--- config.mk ---
export PLATFORM = sky130hd
export DESIGN_NAME = inst_fetch_queue_flat
export DESIGN_NICKNAME = d
export VERILOG_FILES = /design/src/rtl/inst_fetch_queue_pkg.sv /design/src/rtl/inst_fetch_queue_if.sv /design/src/rtl/inst_fetch_queue_mem.sv /design/src/rtl/inst_fetch_queue.sv /design/src/flat_wrapper.sv
export SDC_FILE = /design/constraint.sdc
export NUM_CORES = 1
export LEC_CHECK = 0
export CAP_MARGIN = 10
export CORE_MARGIN = 8
export CORE_UTILIZATION = 42
export CTS_CLUSTER_DIAMETER = 30
export CTS_CLUSTER_SIZE = 28
export DETAILED_ROUTE_END_ITERATION = 16
export PLACE_DENSITY = 0.68
export SLEW_MARGIN = 40
export SYNTH_ARGS = -nofsm -noshare
export SYNTH_HDL_FRONTEND = slang
export SYNTH_HIERARCHICAL = 1
export SYNTH_SLANG_ARGS = --single-unit
--- constraint.sdc ---
create_clock -name clk -period 15.55 [get_ports clk]
set_clock_uncertainty 0.05 [all_clocks]
set_input_delay 2.3325 -clock clk [delete_from_list [all_inputs] [get_ports clk]]
set_output_delay 2.3325 -clock clk [all_outputs]
set_load 0.05 [all_outputs]
--- src/rtl/inst_fetch_queue_pkg.sv ---
// Shared constants and helpers for the instruction fetch queue.
// Optional zero-latency bypass is enabled with the IFQ_BYPASS_EN macro.
package inst_fetch_queue_pkg;

  localparam int IFQ_DEPTH = 4;
  localparam int IFQ_AW    = 32;
  localparam int IFQ_DW    = 32;

  localparam logic [31:0] NOP_INST = 32'h0000_0000;

  // Occupancy update selected by {pop, push}
  typedef enum logic [1:0] {
    IFQ_HOLD = 2'b00,
    IFQ_PUSH = 2'b01,
    IFQ_POP  = 2'b10,
    IFQ_BOTH = 2'b11
  } ifq_op_e;

  function automatic ifq_op_e ifq_op(input logic push, input logic pop);
    return ifq_op_e'({pop, push});
  endfunction

endpackage

--- src/rtl/inst_fetch_queue_if.sv ---
// IF/ID-facing bundle of the instruction fetch queue.
// slave = the queue itself, master = the fetch/decode side driving it.
interface inst_fetch_queue_if
  import inst_fetch_queue_pkg::*;
#(
  parameter int DEPTH = IFQ_DEPTH,
  parameter int AW    = IFQ_AW,
  parameter int DW    = IFQ_DW
);
  localparam int CW = $clog2(DEPTH + 1);

  logic          ce_i;
  logic [AW-1:0] pc_i;
  logic [DW-1:0] inst_i;
  logic          flush_i;
  logic          stall_o;
  logic          id_valid_o;
  logic          id_ready_i;
  logic [AW-1:0] id_pc_o;
  logic [DW-1:0] id_inst_o;
  logic [CW-1:0] count_o;

  modport slave (
    input  ce_i, pc_i, inst_i, flush_i, id_ready_i,
    output stall_o, id_valid_o, id_pc_o, id_inst_o, count_o
  );

  modport master (
    output ce_i, pc_i, inst_i, flush_i, id_ready_i,
    input  stall_o, id_valid_o, id_pc_o, id_inst_o, count_o
  );

endinterface

--- src/rtl/inst_fetch_queue_mem.sv ---
// ifq_mem: DEPTH x W storage, one synchronous write port, one asynchronous read port.
// Data is never reset; validity is tracked by the pointers in the top.
module ifq_mem
  import inst_fetch_queue_pkg::*;
#(
  parameter int DEPTH = IFQ_DEPTH,
  parameter int W     = IFQ_AW + IFQ_DW
) (
  input  logic                     clk,
  input  logic                     we_i,
  input  logic [$clog2(DEPTH)-1:0] waddr_i,
  input  logic [W-1:0]             wdata_i,
  input  logic [$clog2(DEPTH)-1:0] raddr_i,
  output logic [W-1:0]             rdata_o
);

  logic [W-1:0] mem_q [DEPTH];

  always_ff @(posedge clk) begin
    if (we_i) begin
      mem_q[waddr_i] <= wdata_i;
    end
  end

  assign rdata_o = mem_q[raddr_i];

endmodule

--- src/rtl/inst_fetch_queue.sv ---
// Instruction prefetch buffer between IF and ID: in-order {pc, inst} FIFO with flush on taken jump.
// IFQ_BYPASS_EN adds a combinational path from IF to ID while the queue is empty.
module inst_fetch_queue
  import inst_fetch_queue_pkg::*;
#(
  parameter int DEPTH = IFQ_DEPTH,
  parameter int AW    = IFQ_AW,
  parameter int DW    = IFQ_DW
) (
  input logic               clk,
  input logic               rst,
  inst_fetch_queue_if.slave ifq
);

  localparam int PW = $clog2(DEPTH);
  localparam int CW = $clog2(DEPTH + 1);
  localparam logic [CW-1:0] FULL_CNT = CW'(DEPTH);

  logic [PW-1:0]    wr_ptr_q, wr_ptr_d;
  logic [PW-1:0]    rd_ptr_q, rd_ptr_d;
  logic [CW-1:0]    count_q, count_d;
  logic             full;
  logic             empty;
  logic             push;
  logic             pop_mem;
  logic             byp_take;
  logic             byp_vld;
  logic [AW+DW-1:0] head;

  assign full  = (count_q == FULL_CNT);
  assign empty = (count_q == '0);

`ifdef IFQ_BYPASS_EN
  assign byp_vld  = empty & ifq.ce_i & ~ifq.flush_i;
  assign byp_take = byp_vld & ifq.id_ready_i;
`else
  assign byp_vld  = 1'b0;
  assign byp_take = 1'b0;
`endif

  // A bypassed pair that ID takes directly never occupies a slot
  assign push    = ifq.ce_i & ~full & ~ifq.flush_i & ~byp_take;
  assign pop_mem = ~empty & ifq.id_ready_i;

  always_comb begin
    wr_ptr_d = wr_ptr_q;
    rd_ptr_d = rd_ptr_q;
    count_d  = count_q;
    if (ifq.flush_i) begin
      wr_ptr_d = '0;
      rd_ptr_d = '0;
      count_d  = '0;
    end else begin
      if (push) begin
        wr_ptr_d = wr_ptr_q + PW'(1);
      end
      if (pop_mem) begin
        rd_ptr_d = rd_ptr_q + PW'(1);
      end
      case (ifq_op(push, pop_mem))
        IFQ_PUSH: count_d = count_q + CW'(1);
        IFQ_POP:  count_d = count_q - CW'(1);
        default:  count_d = count_q;
      endcase
    end
  end

  always_ff @(posedge clk) begin
    if (rst) begin
      wr_ptr_q <= '0;
      rd_ptr_q <= '0;
      count_q  <= '0;
    end else begin
      wr_ptr_q <= wr_ptr_d;
      rd_ptr_q <= rd_ptr_d;
      count_q  <= count_d;
    end
  end

  ifq_mem #(
    .DEPTH (DEPTH),
    .W     (AW + DW)
  ) u_mem (
    .clk     (clk),
    .we_i    (push & ~rst),
    .waddr_i (wr_ptr_q),
    .wdata_i ({ifq.pc_i, ifq.inst_i}),
    .raddr_i (rd_ptr_q),
    .rdata_o (head)
  );

  // stall_o comes from the registered count only, so id_ready_i never reaches IF combinationally
  always_comb begin
    ifq.stall_o    = full;
    ifq.count_o    = count_q;
    ifq.id_valid_o = ~empty;
    ifq.id_pc_o    = '0;
    ifq.id_inst_o  = DW'(NOP_INST);
    if (!empty) begin
      ifq.id_pc_o   = head[AW+DW-1:DW];
      ifq.id_inst_o = head[DW-1:0];
    end else if (byp_vld) begin
      ifq.id_valid_o = 1'b1;
      ifq.id_pc_o    = ifq.pc_i;
      ifq.id_inst_o  = ifq.inst_i;
    end
  end

endmodule

--- src/flat_wrapper.sv ---
// flat-port wrapper written by rule: the top's interface ports become plain ports
module inst_fetch_queue_flat import inst_fetch_queue_pkg::*;
#(
  parameter int DEPTH = IFQ_DEPTH,
  parameter int AW    = IFQ_AW,
  parameter int DW    = IFQ_DW
)
  (clk, rst, ifq_ce_i, ifq_pc_i, ifq_inst_i, ifq_flush_i, ifq_id_ready_i, ifq_stall_o, ifq_id_valid_o, ifq_id_pc_o, ifq_id_inst_o, ifq_count_o);
  inst_fetch_queue_if #(.DEPTH(DEPTH), .AW(AW), .DW(DW)) ifq_i ();
  input logic clk;
  input logic rst;
  input wire logic [$bits(ifq_i.ce_i)-1:0] ifq_ce_i;
  input wire logic [$bits(ifq_i.pc_i)-1:0] ifq_pc_i;
  input wire logic [$bits(ifq_i.inst_i)-1:0] ifq_inst_i;
  input wire logic [$bits(ifq_i.flush_i)-1:0] ifq_flush_i;
  input wire logic [$bits(ifq_i.id_ready_i)-1:0] ifq_id_ready_i;
  output wire logic [$bits(ifq_i.stall_o)-1:0] ifq_stall_o;
  output wire logic [$bits(ifq_i.id_valid_o)-1:0] ifq_id_valid_o;
  output wire logic [$bits(ifq_i.id_pc_o)-1:0] ifq_id_pc_o;
  output wire logic [$bits(ifq_i.id_inst_o)-1:0] ifq_id_inst_o;
  output wire logic [$bits(ifq_i.count_o)-1:0] ifq_count_o;
  assign ifq_i.ce_i = ifq_ce_i;
  assign ifq_i.pc_i = ifq_pc_i;
  assign ifq_i.inst_i = ifq_inst_i;
  assign ifq_i.flush_i = ifq_flush_i;
  assign ifq_i.id_ready_i = ifq_id_ready_i;
  assign ifq_stall_o = ifq_i.stall_o;
  assign ifq_id_valid_o = ifq_i.id_valid_o;
  assign ifq_id_pc_o = ifq_i.id_pc_o;
  assign ifq_id_inst_o = ifq_i.id_inst_o;
  assign ifq_count_o = ifq_i.count_o;
  inst_fetch_queue #(.DEPTH(DEPTH), .AW(AW), .DW(DW)) u_core (.clk(clk), .rst(rst), .ifq(ifq_i));
endmodule
==> flow_metrics.py, run 1 <==
metrics = {
    "status": {
        "status": "completed",
    },
    "sta": {
        "hold_ws_ps": 526,
        "setup_tns_ps": 0,
        "hold_violations": 0,
        "tightest_slew_ps": 699,
        "rsz0062_at_grt": "false",
        "max-slew-margin-rel": 0.534,
        "setup_viol_count_final": 0,
        "fin_crit_ps": 5920,
        "post-route-period-util": 0.381,
        "maxSlewViolCount": 0,
        "clock.fmax_mhz": 169,
    },
    "synth": {
        "avgSynthCellArea_sq_um": 22.5,
        "syn_inst": 452,
        "syn_area_sq_mm": 0.0102,
        "yosysWarnings": 6,
        "synth_area_leaders": "edfxtp_1 76%, mux4_2 13%, and2_1 3.9%, dfxtp_1 1.4%, buf_12 1.2%",
        "synth_top_flop_cell": "edfxtp_1",
        "yosysTopAreaCell": "edfxtp_1",
        "ys_top_cells_by_count": "256 x edfxtp_1, 64 x and2_1, 60 x mux4_2",
        "async_flop_share": 0,
        "yosysTopAreaCellShare": 0.755,
        "yosysUniqueCellTypes": 29,
        "synth_enable_flop_cells": 256,
        "syn_nets": 523,
        "post-synth-top-count-cell": "edfxtp_1",
        "ys_ff_latch": 263,
        "ys_seq_area_frac": 0.769,
    },
    "clock_network": {
        "cts_made_buffers": 42,
        "clock_sinks": 263,
        "cts_max_level": 2,
        "insertion_delay_ps": 500,
        "postCtsSetupRepairBufs": 0,
        "clockBufferDepth": 3,
        "postCtsResizedCells": 0,
        "clkTransAtPathRegs_ps": 50,
        "cts_root_buf": "clkbuf_16",
        "cts_tree": "yes",
        "hold_buffers": 0,
    },
    "routing": {
        "drt-total-wl_microns": 20200,
        "wl_per_cell_microns": 20.7,
        "vias": 4962,
        "vias_per_cell": 5.08,
        "drc": 0,
        "drtPass1Iterations": 4,
        "ant_nets": 0,
        "first_iter_violations": 261,
    },
    "finish": {
        "syn2layout_area_growth_pct": 30.5,
        "fillers": 1856,
        "post_route_cells_drive_above_1_share": 0.221,
        "n_antenna_cell": 0,
        "multi_input_area_sq_mm": 0.00212,
        "nets": 691,
        "finalNonFillerCells": 976,
        "regArea_sq_mm": 0.00784,
    },
    "place": {
        "gp_congestion": 0.707,
        "portBuffers": 137,
        "dpl.hpwl_microns": 12100,
        "dp_cells": 900,
    },
    "die": {
        "rows": 57,
        "die_x_microns": 172,
        "fp.dieArea_sq_mm": 0.0295,
        "io_pins": 138,
        "start_util": 0.424,
        "coreArea_sq_mm": 0.0240,
        "die_h_microns": 172,
    },
    "setup_path": {
        "endpoint_kind": "primary output",
        "cp-start-kind": "register",
        "startpoint": "u_core/rd_ptr_q[0]",
        "crit_fanout": 34,
        "crit_required_ps": 13170,
        "reg2reg_from": "u_core/ifq.count_o[0]",
        "critical_path_class": "reg2out",
        "cp.arrival_ps": 3540,
    },
    "global_routing": {
        "grt_pass1_vias": 5437,
        "grt_pass1_wl_microns": 30400,
        "grt_max_degree": 66,
        "antenna_found_initial": 1,
        "gr-total-overflow": 0,
        "grt_use_total": 0.136,
    },
    "worst_hold_path": {
        "hold_class": "reg2reg",
        "hold_start": "u_core/wr_ptr_q[1]",
    },
    "power_and_ir_drop": {
        "vdd_drop_max_uv": 94.8,
        "leakage_nw": 4.24,
        "p_per_area_mw_per_mm2": 134,
        "p_total_mw": 1.79,
    },
    "job": {
        "maxCapViolations": 0,
    },
}
## state kept, by name (all words and copies together) (netlist names)
| name | count |
|---|---|
| u_core/rd_ptr_q | 2 |
| u_core/ifq.count_o | 3 |
| u_core/u_mem/mem_q | 256 |
| u_core/wr_ptr_q | 2 |
## cell families after synthesis
logic type               count (synthesis)  synth area share
AND/OR/NAND/NOR                         83            0.0504
AO/OA/AOI/OAI                            9           0.00553
flip-flops                             263             0.769
adder cells (fa/ha/maj)                  2           0.00320
XOR/XNOR                                 4           0.00344
multiplexers                            64             0.143
buffers and inverters                   27            0.0256
## report_power, final
group	internal [mW]	switching [mW]	leakage, nW
clock	0.598	0.313	0.677
sequential	0.786	0.00289	2.37
combinational	0.0375	0.0489	1.19
## worst max-delay path, stage by stage, from the launching register on
cell,delay [ps]
dfxtp_4,800
buf_4,690
mux4_1,650
and2_1,170
clkdlybuf4s50_1,700
## metrics by stage
stage / setup WS, ps / instance area, sq um / util
after floorplan: 7220 / 10200 / -
after global placement: 10070 / 11800 / 0.490
after detailed placement: 10030 / 11900 / 0.494
after CTS: 9480 / 13300 / 0.553
after global routing: 9360 / 13300 / 0.553
final: 9630 / 13300 / 0.553
## path summary, 6_finish.rpt
kind | cells past startpoint | slack, ps | end
setup / recovery | 4 | 9630 | ifq_id_pc_o[31]
hold / removal | 2 | 530 | u_core/wr_ptr_q[1]
setup reg to reg | 4 | 12820 | u_core/u_mem/mem_q[1][0]
hold reg to reg | 2 | 530 | u_core/wr_ptr_q[1]
## cell type report
cell class	count	share of cell area
tap	324	0.0305
multi-input combinational	162	0.159
inverter	5	0.00141
timing repair buffer	146	0.113
clock buffer	44	0.0797
clock inverter	32	0.0268
sequential	263	0.590
## metal layers
metal | vias to the layer above | share of wire | track usage
li1 | 2199 | - | -
met1 | 2570 | 0.41 | 0.163
met2 | 147 | 0.50 | 0.236
met3 | 44 | 0.065 | 0.0386
met4 | 2 | 0.022 | 0.0427
met5 | - | 0.00064 | 0
## layout by cell type (no fill, tap or decap), types with 6 or more instances in the layout
master and count:
bufinv_16 6, clkinv_1 8, clkdlybuf4s50_1 137, and2_1 64, mux4_2 60, clkbuf_16 42, edfxtp_1 256, nor2_1 6
No activity file was read; power rests on OpenSTA's default activity.
==> run 2: changes to the inputs <==
- PLACE_DENSITY: 0.68 -> 0.7
- clock period: 15.55 -> 5.1 ns (I/O delays scaled with it)
==> run 2 against run 1 <==
- count of clock-buffer cells in the layout increased by 14
- sequential share of layout area decreased by 1.5 points
- global-route usage increased by 0.31 points
- worst setup slack got worse by 8500 ps
- final area increased by 2.5%
- worst hold slack improved by 35 ps
- final cell count increased by 1.7%
- sequential power increased to 3.1 times the previous value
- combinational power increased to 3.1 times the previous value
- critical path type unchanged
- critical endpoint is now ifq_id_inst_o[0]
- largest cell class unchanged
- largest power group unchanged
==> flow_metrics.py, run 2 (synthesized netlist as in run 1, its figures left out) <==
metrics = {
    "finish": {
        "largest_register_ffs": 256,
        "layout_common_cells": "256 x edfxtp_1, 137 x clkdlybuf4s50_1, 64 x and2_1",
        "n_antenna_cell": 0,
        "top_register": "u_core/u_mem/mem_q",
        "nets": 699,
        "final_util": 0.567,
        "post_route_cells_drive_above_1_share": 0.239,
        "syn2layout_area_growth_pct": 33.8,
        "finalNonFillerCells": 993,
        "mostFrequentLayoutCell": "edfxtp_1",
    },
    "global_routing": {
        "gr-total-overflow": 0,
        "grt_use_total": 0.140,
        "grt_pass1_vias": 5721,
        "grt_pass1_wl_microns": 31200,
        "grt_max_degree": 66,
        "antenna_found_initial": 2,
    },
    "sta": {
        "clock.fmax_mhz": 251,
        "maxSlewViolCount": 0,
        "setup_tns_ps": 0,
        "tightest_slew_ps": 741,
        "hold_violations": 0,
        "rsz0062_at_grt": "false",
        "setup_viol_count_final": 0,
        "max-slew-margin-rel": 0.506,
        "fin_crit_ps": 3990,
        "hold_ws_ps": 561,
        "post-route-period-util": 0.782,
    },
    "clock_network": {
        "postCtsResizedCells": 0,
        "clockBufferDepth": 3,
        "insertion_delay_ps": 540,
        "postCtsSetupRepairBufs": 0,
        "hold_buffers": 0,
        "clock_sinks": 263,
        "cts_tree": "yes",
        "cts_root_buf": "clkbuf_16",
        "clkTransAtPathRegs_ps": 50,
        "cts_made_buffers": 50,
        "cts_max_level": 2,
    },
    "die": {
        "start_util": 0.424,
        "die_x_microns": 172,
        "coreArea_sq_mm": 0.0240,
        "fp.dieArea_sq_mm": 0.0295,
        "io_pins": 138,
        "rows": 57,
        "die_h_microns": 172,
    },
    "routing": {
        "wl_per_cell_microns": 20.2,
        "ant_nets": 0,
        "drt-total-wl_microns": 20100,
        "drtPass1Iterations": 4,
        "vias": 4937,
        "vias_per_cell": 4.97,
        "first_iter_violations": 240,
        "drc": 0,
    },
    "power_and_ir_drop": {
        "leakage_nw": 4.41,
        "swShare": 0.206,
        "seq_power_share": 0.403,
        "p_per_area_mw_per_mm2": 439,
        "combPwrFrac": 0.044,
        "vdd_drop_max_uv": 238,
        "clkPwrFrac": 0.553,
        "p_int_mw": 4.75,
        "switchingPower_mw": 1.23,
    },
    "place": {
        "dpl.hpwl_microns": 11900,
        "dp_cells": 900,
        "gp_congestion": 0.681,
        "portBuffers": 137,
    },
    "setup_path": {
        "r2r_setup_slack_ps": 2530,
        "crit_fanout": 38,
        "cp.arrival_ps": 3170,
        "cp-start-kind": "register",
        "crit_required_ps": 4280,
        "critical_path_class": "reg2out",
        "endpoint_kind": "primary output",
    },
    "status": {
        "status": "completed",
    },
    "worst_hold_path": {
        "hold_class": "reg2reg",
    },
    "job": {
        "maxCapViolations": 0,
    },
}
[run 2: worst paths after layout]
check	startpoint	to	depth (start not counted)
worst max-delay path	u_core/rd_ptr_q[0]	ifq_id_inst_o[0]	4
worst min-delay path	u_core/wr_ptr_q[0]	u_core/wr_ptr_q[0]	2
worst max register to register	u_core/ifq.count_o[0]	u_core/u_mem/mem_q[1][39]	4
worst min register to register	u_core/wr_ptr_q[0]	u_core/wr_ptr_q[0]	2
[run 2: cell type report]
cell class | instances | area (sq um)
clock inverter | 35 | 450
sequential | 263 | 7840
fill | 1819 | 10400
timing repair buffer | 146 | 1500
inverter | 5 | 18.8
tap | 324 | 405
multi-input combinational | 162 | 2120
clock buffer | 58 | 1290
[run 2: through the flow]
stage	total power [mW]	cell area (sq um)	setup slack, ps
floorplan	2.59	10200	616
global placement	2.71	11800	1600
detailed placement	2.72	11900	1550
CTS	6.04	13600	1030
global route	6.15	13600	915
finish	5.98	13600	1110
[run 2: critical path, cell delays in order, from the launching register on]
cell             delay [ps]
dfxtp_4                 710
buf_12                  350
mux4_1                  600
and2_1                  170
clkdlybuf4s50_1         710
[run 2: layer usage]
metal  up-vias  wire (microns)  GRT usage
li1       2223               -          -
met5         -              25          0
met2       146           10200      0.238
met4         4             260     0.0427
met3        29            1590     0.0523
met1      2535            8010      0.162
[run 2: power groups by stage]
stage	clock, mW	combinational, mW	sequential, mW
floorplan	0	0.142	2.45
global placement	0	0.261	2.45
detailed placement	0	0.267	2.45
CTS	3.37	0.269	2.41
global route	3.46	0.281	2.41
finish	3.31	0.264	2.41
==> run 3: changes to the inputs <==
- clock period: 5.1 -> 3.3 ns (I/O delays scaled with it)
==> run 3 against run 2 <==
- die area is the same
- via count grew 1.0%
- combinational power grew 58%
- worst setup slack lost 980 ps
- first-iteration DRC count grew 6.3%
- worst hold slack lost 29 ps
- power grew 50%
- largest power group unchanged
==> flow_metrics.py, run 3 (synthesized netlist as in run 1, its figures left out) <==
metrics = {
    "status": {
        "status": "completed",
    },
    "finish": {
        "nets": 700,
        "multi_input_area_sq_mm": 0.00213,
        "syn2layout_area_growth_pct": 33.6,
        "top_register": "u_core/u_mem/mem_q",
        "fillers": 1806,
        "mostFrequentLayoutCell": "edfxtp_1",
        "n_antenna_cell": 0,
        "largest_register_ffs": 256,
        "regArea_sq_mm": 0.00784,
        "post_route_cells_drive_above_1_share": 0.238,
        "layout_common_cells": "256 x edfxtp_1, 134 x clkdlybuf4s50_1, 64 x and2_1",
    },
    "sta": {
        "max-slew-margin-rel": 0.645,
        "post-route-period-util": 0.960,
        "fin_crit_ps": 3170,
        "maxSlewViolCount": 0,
        "setup_viol_count_final": 0,
        "rsz0062_at_grt": "false",
        "clock.fmax_mhz": 316,
        "hold_violations": 0,
        "setup_tns_ps": 0,
        "tightest_slew_ps": 531,
    },
    "clock_network": {
        "cts_max_level": 2,
        "cts_made_buffers": 47,
        "postCtsSetupRepairBufs": 0,
        "cts_root_buf": "clkbuf_16",
        "insertion_delay_ps": 510,
        "hold_buffers": 0,
        "cts_tree": "yes",
        "clockBufferDepth": 3,
        "clkTransAtPathRegs_ps": 50,
        "clock_sinks": 263,
    },
    "die": {
        "rows": 57,
        "start_util": 0.424,
        "io_pins": 138,
        "die_h_microns": 172,
        "coreArea_sq_mm": 0.0240,
        "die_x_microns": 172,
        "fp.dieArea_sq_mm": 0.0295,
    },
    "place": {
        "dpl.hpwl_microns": 12000,
        "gp_congestion": 0.776,
        "portBuffers": 137,
    },
    "global_routing": {
        "grt_max_degree": 66,
        "grt_use_total": 0.138,
        "grt_pass1_wl_microns": 30900,
        "grt_pass1_vias": 5552,
        "gr-total-overflow": 0,
        "antenna_found_initial": 1,
    },
    "routing": {
        "vias": 4987,
        "wl_per_cell_microns": 20.5,
        "drtPass1Iterations": 4,
        "drc": 0,
        "drt-total-wl_microns": 20200,
        "ant_nets": 0,
        "vias_per_cell": 5.05,
        "first_iter_violations": 255,
    },
    "setup_path": {
        "crit_fanout": 34,
        "cp-start-kind": "register",
        "endpoint_kind": "primary output",
        "cp.arrival_ps": 2620,
        "crit_required_ps": 2750,
        "r2r_setup_slack_ps": 900,
        "critical_path_class": "reg2out",
    },
    "job": {
        "maxCapViolations": 0,
    },
    "power_and_ir_drop": {
        "p_total_mw": 8.99,
        "vdd_drop_max_uv": 385,
        "p_per_area_mw_per_mm2": 661,
        "leakage_nw": 4.41,
    },
    "worst_hold_path": {
        "hold_class": "reg2reg",
    },
}
==> run 3: cell types whose count changed in the layout (fill, tap and decap cells not counted), sizes merged <==
cell / delta
clkdlybuf4s50: -3
buf: +6
inv: -2
clkinv: -2
bufinv: +1
clkbuf: -7
dlymetal6s2s: +1
==> run 3: path summary, 6_finish.rpt <==
check	cells after the start	startpoint	end
hold / removal	2	u_core/wr_ptr_q[1]	u_core/wr_ptr_q[1]
setup reg to reg	8	u_core/ifq.count_o[2]	u_core/ifq.count_o[2]
setup / recovery	4	u_core/rd_ptr_q[0]	ifq_id_pc_o[31]
hold reg to reg	2	u_core/wr_ptr_q[1]	u_core/wr_ptr_q[1]
==> run 3: repair_timing <==
item	CTS	global route
gates cloned	0	0
gates resized for setup	1	1
hold endpoints to repair	0	0
setup endpoints to repair	4	1
==> run 3: layout make-up <==
class,instances,share of cell area
inverter,5,0.00138
clock inverter,32,0.0289
multi-input combinational,162,0.157
sequential,263,0.576
clock buffer,51,0.0907
tap,324,0.0298
timing repair buffer,150,0.116
==> run 3: worst max-delay path, stage by stage, from the launching register on <==
cell             delay (ps)
dfxtp_4                 370
buf_12                  270
mux4_1                  580
and2_1                  150
clkdlybuf4s50_1         720
==> run 3: metrics by stage <==
stage / area (sq um) / cells / setup slack (ps) / utilization / hold WS, ps
floorplan: 10200 / 452 / 27.4 / - / 428
global placement: 12000 / 904 / 597 / 0.498 / 466
detailed placement: 12000 / 904 / 545 / 0.498 / 531
CTS: 13600 / 987 / 37.5 / 0.566 / 538
global route: 13600 / 987 / 14.3 / 0.566 / 555
finish: 13600 / 987 / 133 / 0.566 / 532
==> run 3: power breakdown <==
part / switching, mW / internal (mW)
logic: 0.235 / 0.183
registers: 0.0104 / 3.71
clock network: 1.49 / 3.37
==> run 3: routing by layer <==
metal	track usage	vias up	part of all wire
met4	0.0405	2	0.014
li1	-	2222	-
met1	0.171	2593	0.42
met5	0	-	0.00064
met2	0.232	139	0.50
met3	0.0420	31	0.067
